[src/rtl/bcd_counter_ctrl_if.sv]
// Control/status bundle between the BCD counter sequencer, its user controls and the
// 2-digit BCD counter it drives.
//   start/stop/clear : user level controls (sampled every clk)
//   dir              : 0 = count up, 1 = count down
//   target_q1/q0     : up-count stop value (BCD tens/units)
//   q1/q0            : digits read back from the counter
//   cnt_count        : one-cycle step pulse to the counter
//   cnt_mode         : counter direction (0 = up, 1 = down)
//   cnt_clr_n        : active-low clear strobe to the counter
//   busy/done        : sequencer status
// The slave modport is the sequencer's view; master is the user/counter side.
interface bcd_counter_ctrl_if;
  logic       start;
  logic       stop;
  logic       clear;
  logic       dir;
  logic [3:0] target_q1;
  logic [3:0] target_q0;
  logic [3:0] q1;
  logic [3:0] q0;
  logic       cnt_count;
  logic       cnt_mode;
  logic       cnt_clr_n;
  logic       busy;
  logic       done;

  modport slave (
    input  start, stop, clear, dir, target_q1, target_q0, q1, q0,
    output cnt_count, cnt_mode, cnt_clr_n, busy, done
  );

  modport master (
    output start, stop, clear, dir, target_q1, target_q0, q1, q0,
    input  cnt_count, cnt_mode, cnt_clr_n, busy, done
  );
endinterface

[src/rtl/bcd_counter_ctrl.sv]
// Run/stop/clear sequencer for a 2-digit BCD counter. Divides clk into count ticks of DIV
// cycles, issues one-cycle step pulses to the counter, and stops when the counter digits
// reach the (saturated) BCD target when counting up, or 00 when counting down.
//   clk    : system clock, rising edge
//   rstn   : asynchronous active-low reset
//   bus_io : control/status bundle (slave view), see bcd_counter_ctrl_if
// All outputs are registered. Input priority each cycle: clear > stop > start.
module bcd_counter_ctrl #(
  parameter int unsigned DIV   = 4,
  parameter int unsigned DIV_W = 16
) (
  input  logic              clk,
  input  logic              rstn,
  bcd_counter_ctrl_if.slave bus_io
);

  typedef enum logic [2:0] {
    StIdle  = 3'd0,
    StRun   = 3'd1,
    StPause = 3'd2,
    StDone  = 3'd3,
    StClear = 3'd4
  } state_e;

  localparam logic [DIV_W-1:0] PrescMax = DIV_W'(DIV - 1);

  state_e           state_q;
  logic [DIV_W-1:0] presc_q;
  logic             cnt_count_q;
  logic             cnt_mode_q;
  logic             cnt_clr_n_q;
  logic             busy_q;
  logic             done_q;

  logic [3:0] lim_q1;
  logic [3:0] lim_q0;
  logic       at_lim_up;
  logic       at_lim_dn;
  logic       at_limit;
  logic       at_limit_dir;
  logic       presc_wrap;

  // Non-BCD target digits behave as 9.
  function automatic logic [3:0] sat_digit(input logic [3:0] d);
    return (d > 4'd9) ? 4'd9 : d;
  endfunction

  always_comb begin
    lim_q1       = sat_digit(bus_io.target_q1);
    lim_q0       = sat_digit(bus_io.target_q0);
    at_lim_up    = (bus_io.q1 == lim_q1) && (bus_io.q0 == lim_q0);
    at_lim_dn    = (bus_io.q1 == 4'd0) && (bus_io.q0 == 4'd0);
    at_limit     = cnt_mode_q ? at_lim_dn : at_lim_up;
    // On start the limit must be judged against the direction being latched, not the old one.
    at_limit_dir = bus_io.dir ? at_lim_dn : at_lim_up;
    presc_wrap   = (presc_q == PrescMax);
  end

  always_ff @(posedge clk or negedge rstn) begin
    if (!rstn) begin
      state_q     <= StIdle;
      presc_q     <= '0;
      cnt_count_q <= 1'b0;
      cnt_mode_q  <= 1'b0;
      cnt_clr_n_q <= 1'b1;
      busy_q      <= 1'b0;
      done_q      <= 1'b0;
    end else begin
      cnt_count_q <= 1'b0;
      cnt_clr_n_q <= 1'b1;
      // CLEAR always returns to IDLE so the strobe stays exactly one cycle wide.
      if (bus_io.clear && (state_q != StClear)) begin
        state_q     <= StClear;
        cnt_clr_n_q <= 1'b0;
        busy_q      <= 1'b0;
        done_q      <= 1'b0;
      end else begin
        unique case (state_q)
          StIdle: begin
            if (bus_io.start && !bus_io.stop) begin
              cnt_mode_q <= bus_io.dir;
              presc_q    <= '0;
              if (at_limit_dir) begin
                state_q <= StDone;
                done_q  <= 1'b1;
              end else begin
                state_q <= StRun;
                busy_q  <= 1'b1;
              end
            end
          end
          StRun: begin
            if (bus_io.stop) begin
              // Prescaler holds, so a wrap suppressed here fires on the first edge after resume.
              state_q <= StPause;
            end else if (at_limit && !cnt_count_q) begin
              // q1/q0 are stale while a pulse is in flight, so only trust at_limit without one.
              state_q <= StDone;
              busy_q  <= 1'b0;
              done_q  <= 1'b1;
            end else begin
              presc_q <= presc_wrap ? '0 : presc_q + DIV_W'(1);
              if (presc_wrap && !at_limit) begin
                cnt_count_q <= 1'b1;
              end
            end
          end
          StPause: begin
            if (bus_io.start && !bus_io.stop) begin
              state_q <= StRun;
            end
          end
          StDone: begin
            // Held until clear.
          end
          StClear: begin
            state_q <= StIdle;
            presc_q <= '0;
          end
          default: begin
            state_q <= StIdle;
            busy_q  <= 1'b0;
            done_q  <= 1'b0;
          end
        endcase
      end
    end
  end

  assign bus_io.cnt_count = cnt_count_q;
  assign bus_io.cnt_mode  = cnt_mode_q;
  assign bus_io.cnt_clr_n = cnt_clr_n_q;
  assign bus_io.busy      = busy_q;
  assign bus_io.done      = done_q;

endmodule

[src/flat_wrapper.sv]
// flat-port wrapper written by rule: the top's interface ports become plain ports
module bcd_counter_ctrl_flat 
#(
  parameter int unsigned DIV   = 4,
  parameter int unsigned DIV_W = 16
)
  (clk, rstn, bus_io_start, bus_io_stop, bus_io_clear, bus_io_dir, bus_io_target_q1, bus_io_target_q0, bus_io_q1, bus_io_q0, bus_io_cnt_count, bus_io_cnt_mode, bus_io_cnt_clr_n, bus_io_busy, bus_io_done);
  bcd_counter_ctrl_if bus_io_i ();
  input  logic clk;
  input  logic rstn;
  input wire logic [$bits(bus_io_i.start)-1:0] bus_io_start;
  input wire logic [$bits(bus_io_i.stop)-1:0] bus_io_stop;
  input wire logic [$bits(bus_io_i.clear)-1:0] bus_io_clear;
  input wire logic [$bits(bus_io_i.dir)-1:0] bus_io_dir;
  input wire logic [$bits(bus_io_i.target_q1)-1:0] bus_io_target_q1;
  input wire logic [$bits(bus_io_i.target_q0)-1:0] bus_io_target_q0;
  input wire logic [$bits(bus_io_i.q1)-1:0] bus_io_q1;
  input wire logic [$bits(bus_io_i.q0)-1:0] bus_io_q0;
  output wire logic [$bits(bus_io_i.cnt_count)-1:0] bus_io_cnt_count;
  output wire logic [$bits(bus_io_i.cnt_mode)-1:0] bus_io_cnt_mode;
  output wire logic [$bits(bus_io_i.cnt_clr_n)-1:0] bus_io_cnt_clr_n;
  output wire logic [$bits(bus_io_i.busy)-1:0] bus_io_busy;
  output wire logic [$bits(bus_io_i.done)-1:0] bus_io_done;
  assign bus_io_i.start = bus_io_start;
  assign bus_io_i.stop = bus_io_stop;
  assign bus_io_i.clear = bus_io_clear;
  assign bus_io_i.dir = bus_io_dir;
  assign bus_io_i.target_q1 = bus_io_target_q1;
  assign bus_io_i.target_q0 = bus_io_target_q0;
  assign bus_io_i.q1 = bus_io_q1;
  assign bus_io_i.q0 = bus_io_q0;
  assign bus_io_cnt_count = bus_io_i.cnt_count;
  assign bus_io_cnt_mode = bus_io_i.cnt_mode;
  assign bus_io_cnt_clr_n = bus_io_i.cnt_clr_n;
  assign bus_io_busy = bus_io_i.busy;
  assign bus_io_done = bus_io_i.done;
  bcd_counter_ctrl #(.DIV(DIV), .DIV_W(DIV_W)) u_core (.clk(clk), .rstn(rstn), .bus_io(bus_io_i));
endmodule
[config.mk]
export PLATFORM = sky130hd
export DESIGN_NAME = bcd_counter_ctrl_flat
export DESIGN_NICKNAME = d
export VERILOG_FILES = /design/src/rtl/bcd_counter_ctrl_if.sv /design/src/rtl/bcd_counter_ctrl.sv /design/src/flat_wrapper.sv
export SDC_FILE = /design/constraint.sdc
export NUM_CORES = 1
export LEC_CHECK = 0
export CORE_ASPECT_RATIO = 1.4
export CORE_MARGIN = 10
export CORE_UTILIZATION = 50
export DETAILED_ROUTE_END_ITERATION = 16
export MAX_ROUTING_LAYER = met4
export PLACE_DENSITY = 0.77
export SYNTH_ARGS = -nofsm -noshare
export SYNTH_HDL_FRONTEND = slang
export SYNTH_SLANG_ARGS = --single-unit
export TNS_END_PERCENT = 30
[constraint.sdc]
create_clock -name clk -period 2.2 [get_ports clk]
set_clock_uncertainty 0.1 [all_clocks]
set_input_delay 0.44 -clock clk [delete_from_list [all_inputs] [get_ports clk]]
set_output_delay 0.44 -clock clk [all_outputs]
set_load 0.01 [all_outputs]
### Word-level counts from Yosys, hierarchy flattened

Cells that the tools add are included.

* logic and storage cells: 84
* bits of input ports: 22
* output and inout bits: 5
* flip-flop bits (word level): 24

* reductions and logical operators: 19
* bitwise operators: 1
* equal/unequal tests: 20
* add/subtract/negate cells: 1
* muxes and demuxes: 34
* magnitude comparators: 2

Operators by type and width (number)
* $mux 16: 4
* $pmux 16 s3: 1
* $mux 1: 18
* $add 16x1->16 const B: 1
* $eq 16x2->1 const B: 1
* $mux 3: 5
* $reduce_and 5->1: 3
* $ne 3x1->1 const B: 4
* $pmux 3 s4: 1
* $eq 4x4->1: 2
* $gt 4x4->1 const B: 2
* $logic_not 4->1: 2
* $mux 4: 2
* $eq 3x2->1 const B: 2
* $logic_and 1x1->1: 6
* $ne 2x1->1 const B: 3
* $ne 3x3->1 const B: 2
* $pmux 1 s3: 2
* $ne 2x2->1 const B: 2
* $ne 4x2->1 const B: 1
* $reduce_and 4->1: 1
* $eq 3x1->1 const B: 1
* $eq 3x3->1 const B: 1
* $logic_not 1->1: 3
* 7 further kinds: 7

### Longest topological paths before layout

* depth after elaboration: 12
* depth in mapped cells: 9
* mapped depth without buffers: 7

### Least setup slack after synthesis

No wires, ideal clock.

* path kind: input -> register
* start: input bus_io_target_q0[2]
* end: register u_core.presc_q[4]
* arrival time: 1.982 ns
* buffers on the path: 2
* path slack: -0.013 ns
* stages: 8
* setup time: 0.130 ns
* data required time: 1.970 ns
* path through: o21a_1 or3_1 a211o_4 o211ai_4 or2_1 buf_6 buf_12 o31ai_2

* longest elaborated chain between the ends: 8

RTL lines
* from (decl): RTL line flat_wrapper.sv:16 `input wire logic [$bits(bus_io_i.target_q0)-1:0] bus_io_target_q0;`
* $gt 4x4->1: RTL line bcd_counter_ctrl.sv:45 `return (d > 4'd9) ? 4'd9 : d;`
* $mux 4 (*): RTL line bcd_counter_ctrl.sv:45
* $eq 4x4->1 (*): RTL line bcd_counter_ctrl.sv:51 `at_lim_up = (bus_io.q1 == lim_q1) && (bus_io.q0 == lim_q0);`
* $logic_and 1x1->1 (*): RTL line bcd_counter_ctrl.sv:51
* $mux 1 (*): RTL line bcd_counter_ctrl.sv:53 `at_limit = cnt_mode_q ? at_lim_dn : at_lim_up;`
* $logic_and 1x1->1 (*): RTL line bcd_counter_ctrl.sv:96 `end else if (at_limit && !cnt_count_q) begin`
* $ne 2x2->1 (no source line) (*)
* $reduce_and 5->1 (no source line) (*)
* to (signal assigned): RTL line bcd_counter_ctrl.sv:102 `presc_q <= presc_wrap ? '0 : presc_q + DIV_W'(1);`
* to (decl): RTL line bcd_counter_ctrl.sv:28 `logic [DIV_W-1:0] presc_q;`

Every way passes the cells marked *; elsewhere a longest branch is shown, timed or not.
A chain may end at the register's enable or synchronous reset.

### Final worst setup path

* start: input bus_io_target_q1[0]
* end: register u_core.presc_q[14]

* longest elaborated chain between the ends: 8

RTL lines
* from (decl): RTL line flat_wrapper.sv:15 `input wire logic [$bits(bus_io_i.target_q1)-1:0] bus_io_target_q1;`
* $gt 4x4->1: RTL line bcd_counter_ctrl.sv:45
* $mux 4 (*): RTL line bcd_counter_ctrl.sv:45
* $eq 4x4->1 (*): RTL line bcd_counter_ctrl.sv:51
* $logic_and 1x1->1 (*): RTL line bcd_counter_ctrl.sv:51
* $mux 1 (*): RTL line bcd_counter_ctrl.sv:53
* $logic_and 1x1->1 (*): RTL line bcd_counter_ctrl.sv:96
* $ne 2x2->1 (no source line) (*)
* $reduce_and 5->1 (no source line) (*)

Marked as above.

==> impl_metrics.py <==
metrics = {
    "run_status": {
        "status": "complete, but fails checks",
        "failed_checks": "setup timing",
    },
    "cts": {
        "clock_path_buffers": 2,
        "clk_pin_slew_ns": 0.09,
        "cts-hold-fix-buffers": 0,
        "cts_buffers": 3,
        "root_buffer": "clkbuf_8",
        "tritoncts": "done",
        "cts_sinks": 24,
        "worst_skew_pair.late_latency_ns": 0.27,
        "cts-htree-levels": 1,
    },
    "global_route": {
        "antenna_found_initial": 0,
        "grt-ovfl-total": 0,
        "grt_max_degree": 25,
        "grt_pass1_wl_mm": 8.10,
        "grt_pass1_vias": 1831,
        "grt.total_usage": 0.176,
    },
    "power": {
        "powerDensity_nw_per_um2": 599,
        "vdd_ir_drop_max_mv": 0.523,
        "leakagePower_nw": 1.03,
    },
    "layout": {
        "drive_gt1_frac": 0.308,
        "stdcell_count": 276,
        "fin_area_sq_um": 2320,
        "fin_nets": 261,
        "synthToLayoutAreaGrowth_pct": 43.2,
        "n_antenna_cell": 0,
    },
    "die": {
        "start_util": 0.519,
        "rows": 24,
        "core-area_sq_um": 3120,
        "chipHeight_microns": 87.4,
        "dieArea_sq_um": 5950,
        "num_io_pins": 27,
        "die_x_microns": 68.1,
    },
    "critical_path": {
        "slowest_stage": "clkdlybuf4s50_1",
        "reg2reg_slack_ns": 0.10,
        "crit_chain": "clkdlybuf4s50_1 -> a222oi_1 -> buf_4 -> nand3_1 -> o211ai_4 -> or2_1 -> buf_6 -> o41ai_2",
        "cp_data_arrival_time_ns": 2.25,
        "slowest_delay_ns": 0.43,
        "rr_worst_depth": 7,
        "end_kind": "flop",
        "critical_path.max_fanout": 7,
        "path_buf_inv": 3,
        "worstReg2RegStart": "u_core.state_q[2]$_DFFE_PN0P_",
        "crit_path_start_kind": "input port",
        "critical_path.top_delay_family": "buffers and inverters",
        "worstReg2RegEnd": "u_core.presc_q[14]$_DFFE_PN0P_",
        "required_ns": 2.25,
        "critPathKind": "input port to flop",
    },
    "detailed_routing": {
        "routed_wl_mm": 5.07,
        "wl_per_cell_microns": 18.4,
        "num_vias": 1712,
        "dr.pass1.iters": 5,
        "vias_per_cell": 6.20,
        "drc_errors": 0,
        "first_iter_violations": 153,
        "antenna_left": 0,
    },
    "logic_synthesis": {
        "seq_area_frac_synth": 0.371,
        "synthXorXnorAreaFrac": 0.0108,
        "synth_fp_nets": 205,
        "postSynthAreaPerCell_sq_um": 8.90,
        "synth-simple-area-share": 0.264,
        "synth.largest_area_cell": "dfrtp_1",
        "synth_compound_area_frac": 0.279,
        "yosys-mux-area-fraction": 0.0193,
        "synth_top_family_by_area": "compound AO/OA/AOI/OAI gates",
        "synth_top_area_share": 0.355,
        "yosysMostFrequentCell": "dfrtp_1",
        "synth-edff-count": 0,
        "synth_top_flop_cell": "dfrtp_1",
        "ys_types": 48,
        "yosys-top-cells-area": "dfrtp_1, o21ai_0, nor2_1",
        "yosysWarningCount": 0,
        "synthAdderAreaFrac": 0.00772,
        "netlist_area_sq_um": 1620,
        "yosys-top-cells-count": "dfrtp_1, o21ai_0, nor2_1, nand2_1, nand3_1",
        "async_reset_ff_frac": 1.00,
        "ys_ff_latch": 24,
        "netlist_instances": 182,
    },
    "sta": {
        "setup_slack_ns": -0.00385,
        "tightest_slew_ns": 0.411,
        "min_period_ns": 2.20,
        "clock.fmax_mhz": 454,
        "hold_violations": 0,
        "tns_ns": -0.00385,
        "maxSlewHeadroom": 0.723,
        "final.period_utilization": 1.00,
        "slew_violations": 0,
        "finalSetupViolCount": 1,
    },
    "place": {
        "dp_hpwl_mm": 3.57,
        "portBuffers": 26,
        "dpl.cell_count": 264,
        "placed_cell_area_sq_um": 2050,
        "gp_congestion": 0.878,
    },
    "job": {
        "drv_cap": 0,
    },
    "hold_path": {
        "min_path_type": "input port to async pin",
    },
}
power by group:
group / switching (mW) / total, mW / internal [mW] / leakage, nW
clock: 0.150 / 0.394 / 0.244 / 0.0357
sequential: 0.0544 / 0.539 / 0.484 / 0.321
combinational: 0.232 / 0.458 / 0.227 / 0.671
sequential cells by signal (all words and copies together), names as in the netlist:
signal	count
u_core.bus_io.busy	1
u_core.bus_io.cnt_clr_n	1
u_core.bus_io.cnt_count	1
u_core.bus_io.cnt_mode	1
u_core.bus_io.done	1
u_core.presc_q	16
u_core.state_q	3
metrics by stage:
| step | hold slack, ns | setup slack [ns] | util | power [mW] |
|---|---|---|---|---|
| finish | 0.419 | -0.00385 | 0.743 | 1.39 |
| global route | 0.432 | -0.00485 | 0.743 | 1.47 |
| CTS | 0.427 | 0.00114 | 0.720 | 1.37 |
| detailed placement | 0.419 | -0.527 | 0.658 | 0.939 |
| global placement | 0.395 | -0.462 | 0.658 | 0.920 |
| floorplan | 0.0444 | 0.0111 | - | 0.738 |
cells by family after synthesis:
family                   count (synthesis)
adder cells (fa/ha/maj)                  1
buffers and inverters                   14
XOR/XNOR                                 2
multiplexers                             3
flip-flops                              24
AND/OR/NAND/NOR                         81
AO/OA/AOI/OAI                           57
layer usage:
layer	global-route usage	up-vias	share of wire
li1	-	799	-
met1	0.173	825	0.37
met2	0.316	64	0.56
met3	0.0296	24	0.029
met4	0.0899	0	0.039
met5	-	-	0
worst max-delay path by stage:
stage	startpoint	cells after the start	to	slack, ns
finish	bus_io_target_q1[0]	8	u_core.presc_q[14]$_DFFE_PN0P_	-0.004
global route	bus_io_target_q1[0]	8	u_core.presc_q[14]$_DFFE_PN0P_	-0.005
CTS	bus_io_target_q1[1]	8	u_core.presc_q[6]$_DFFE_PN0P_	0.001
detailed placement	bus_io_target_q0[2]	7	u_core.bus_io.done$_DFFE_PN0P_	-0.53
global placement	bus_io_target_q0[2]	7	u_core.bus_io.done$_DFFE_PN0P_	-0.46
floorplan	bus_io_target_q0[2]	8	u_core.presc_q[4]$_DFFE_PN0P_	0.01
cells in the final DEF (no fill, tap or decap), types with 3 or more instances in the layout:
cell,instances
buf_4,29
dfrtp_1,21
o21ai_0,15
nor2_1,15
nand2_1,12
nand3_1,10
dlygate4sd2_1,10
clkdlybuf4s50_1,10
inv_1,8
nand2b_1,8
o21ai_2,5
a31oi_1,5
and3_1,5
nor4_1,4
nor3_1,4
o41ai_2,4
o31ai_2,4
or3_1,3
nor2b_1,3
clkbuf_8,3
dlymetal6s2s_1,3
what timing repair did:
item	CTS	global route
resized for setup	38	15
endpoints found under the setup margin	20	18
buffers inserted	5	4
pin swaps	19	14
layout make-up:
cell class,count,area [sq um]
inverters,8,30.0
clock buffers,3,41.3
multi-input cells,144,1090
flip-flops and latches,24,604
well taps,39,48.8
clock inverters,1,30.0
repair buffers,57,480
fillers,225,802
Note: power is estimated with default switching activity, not from simulation.
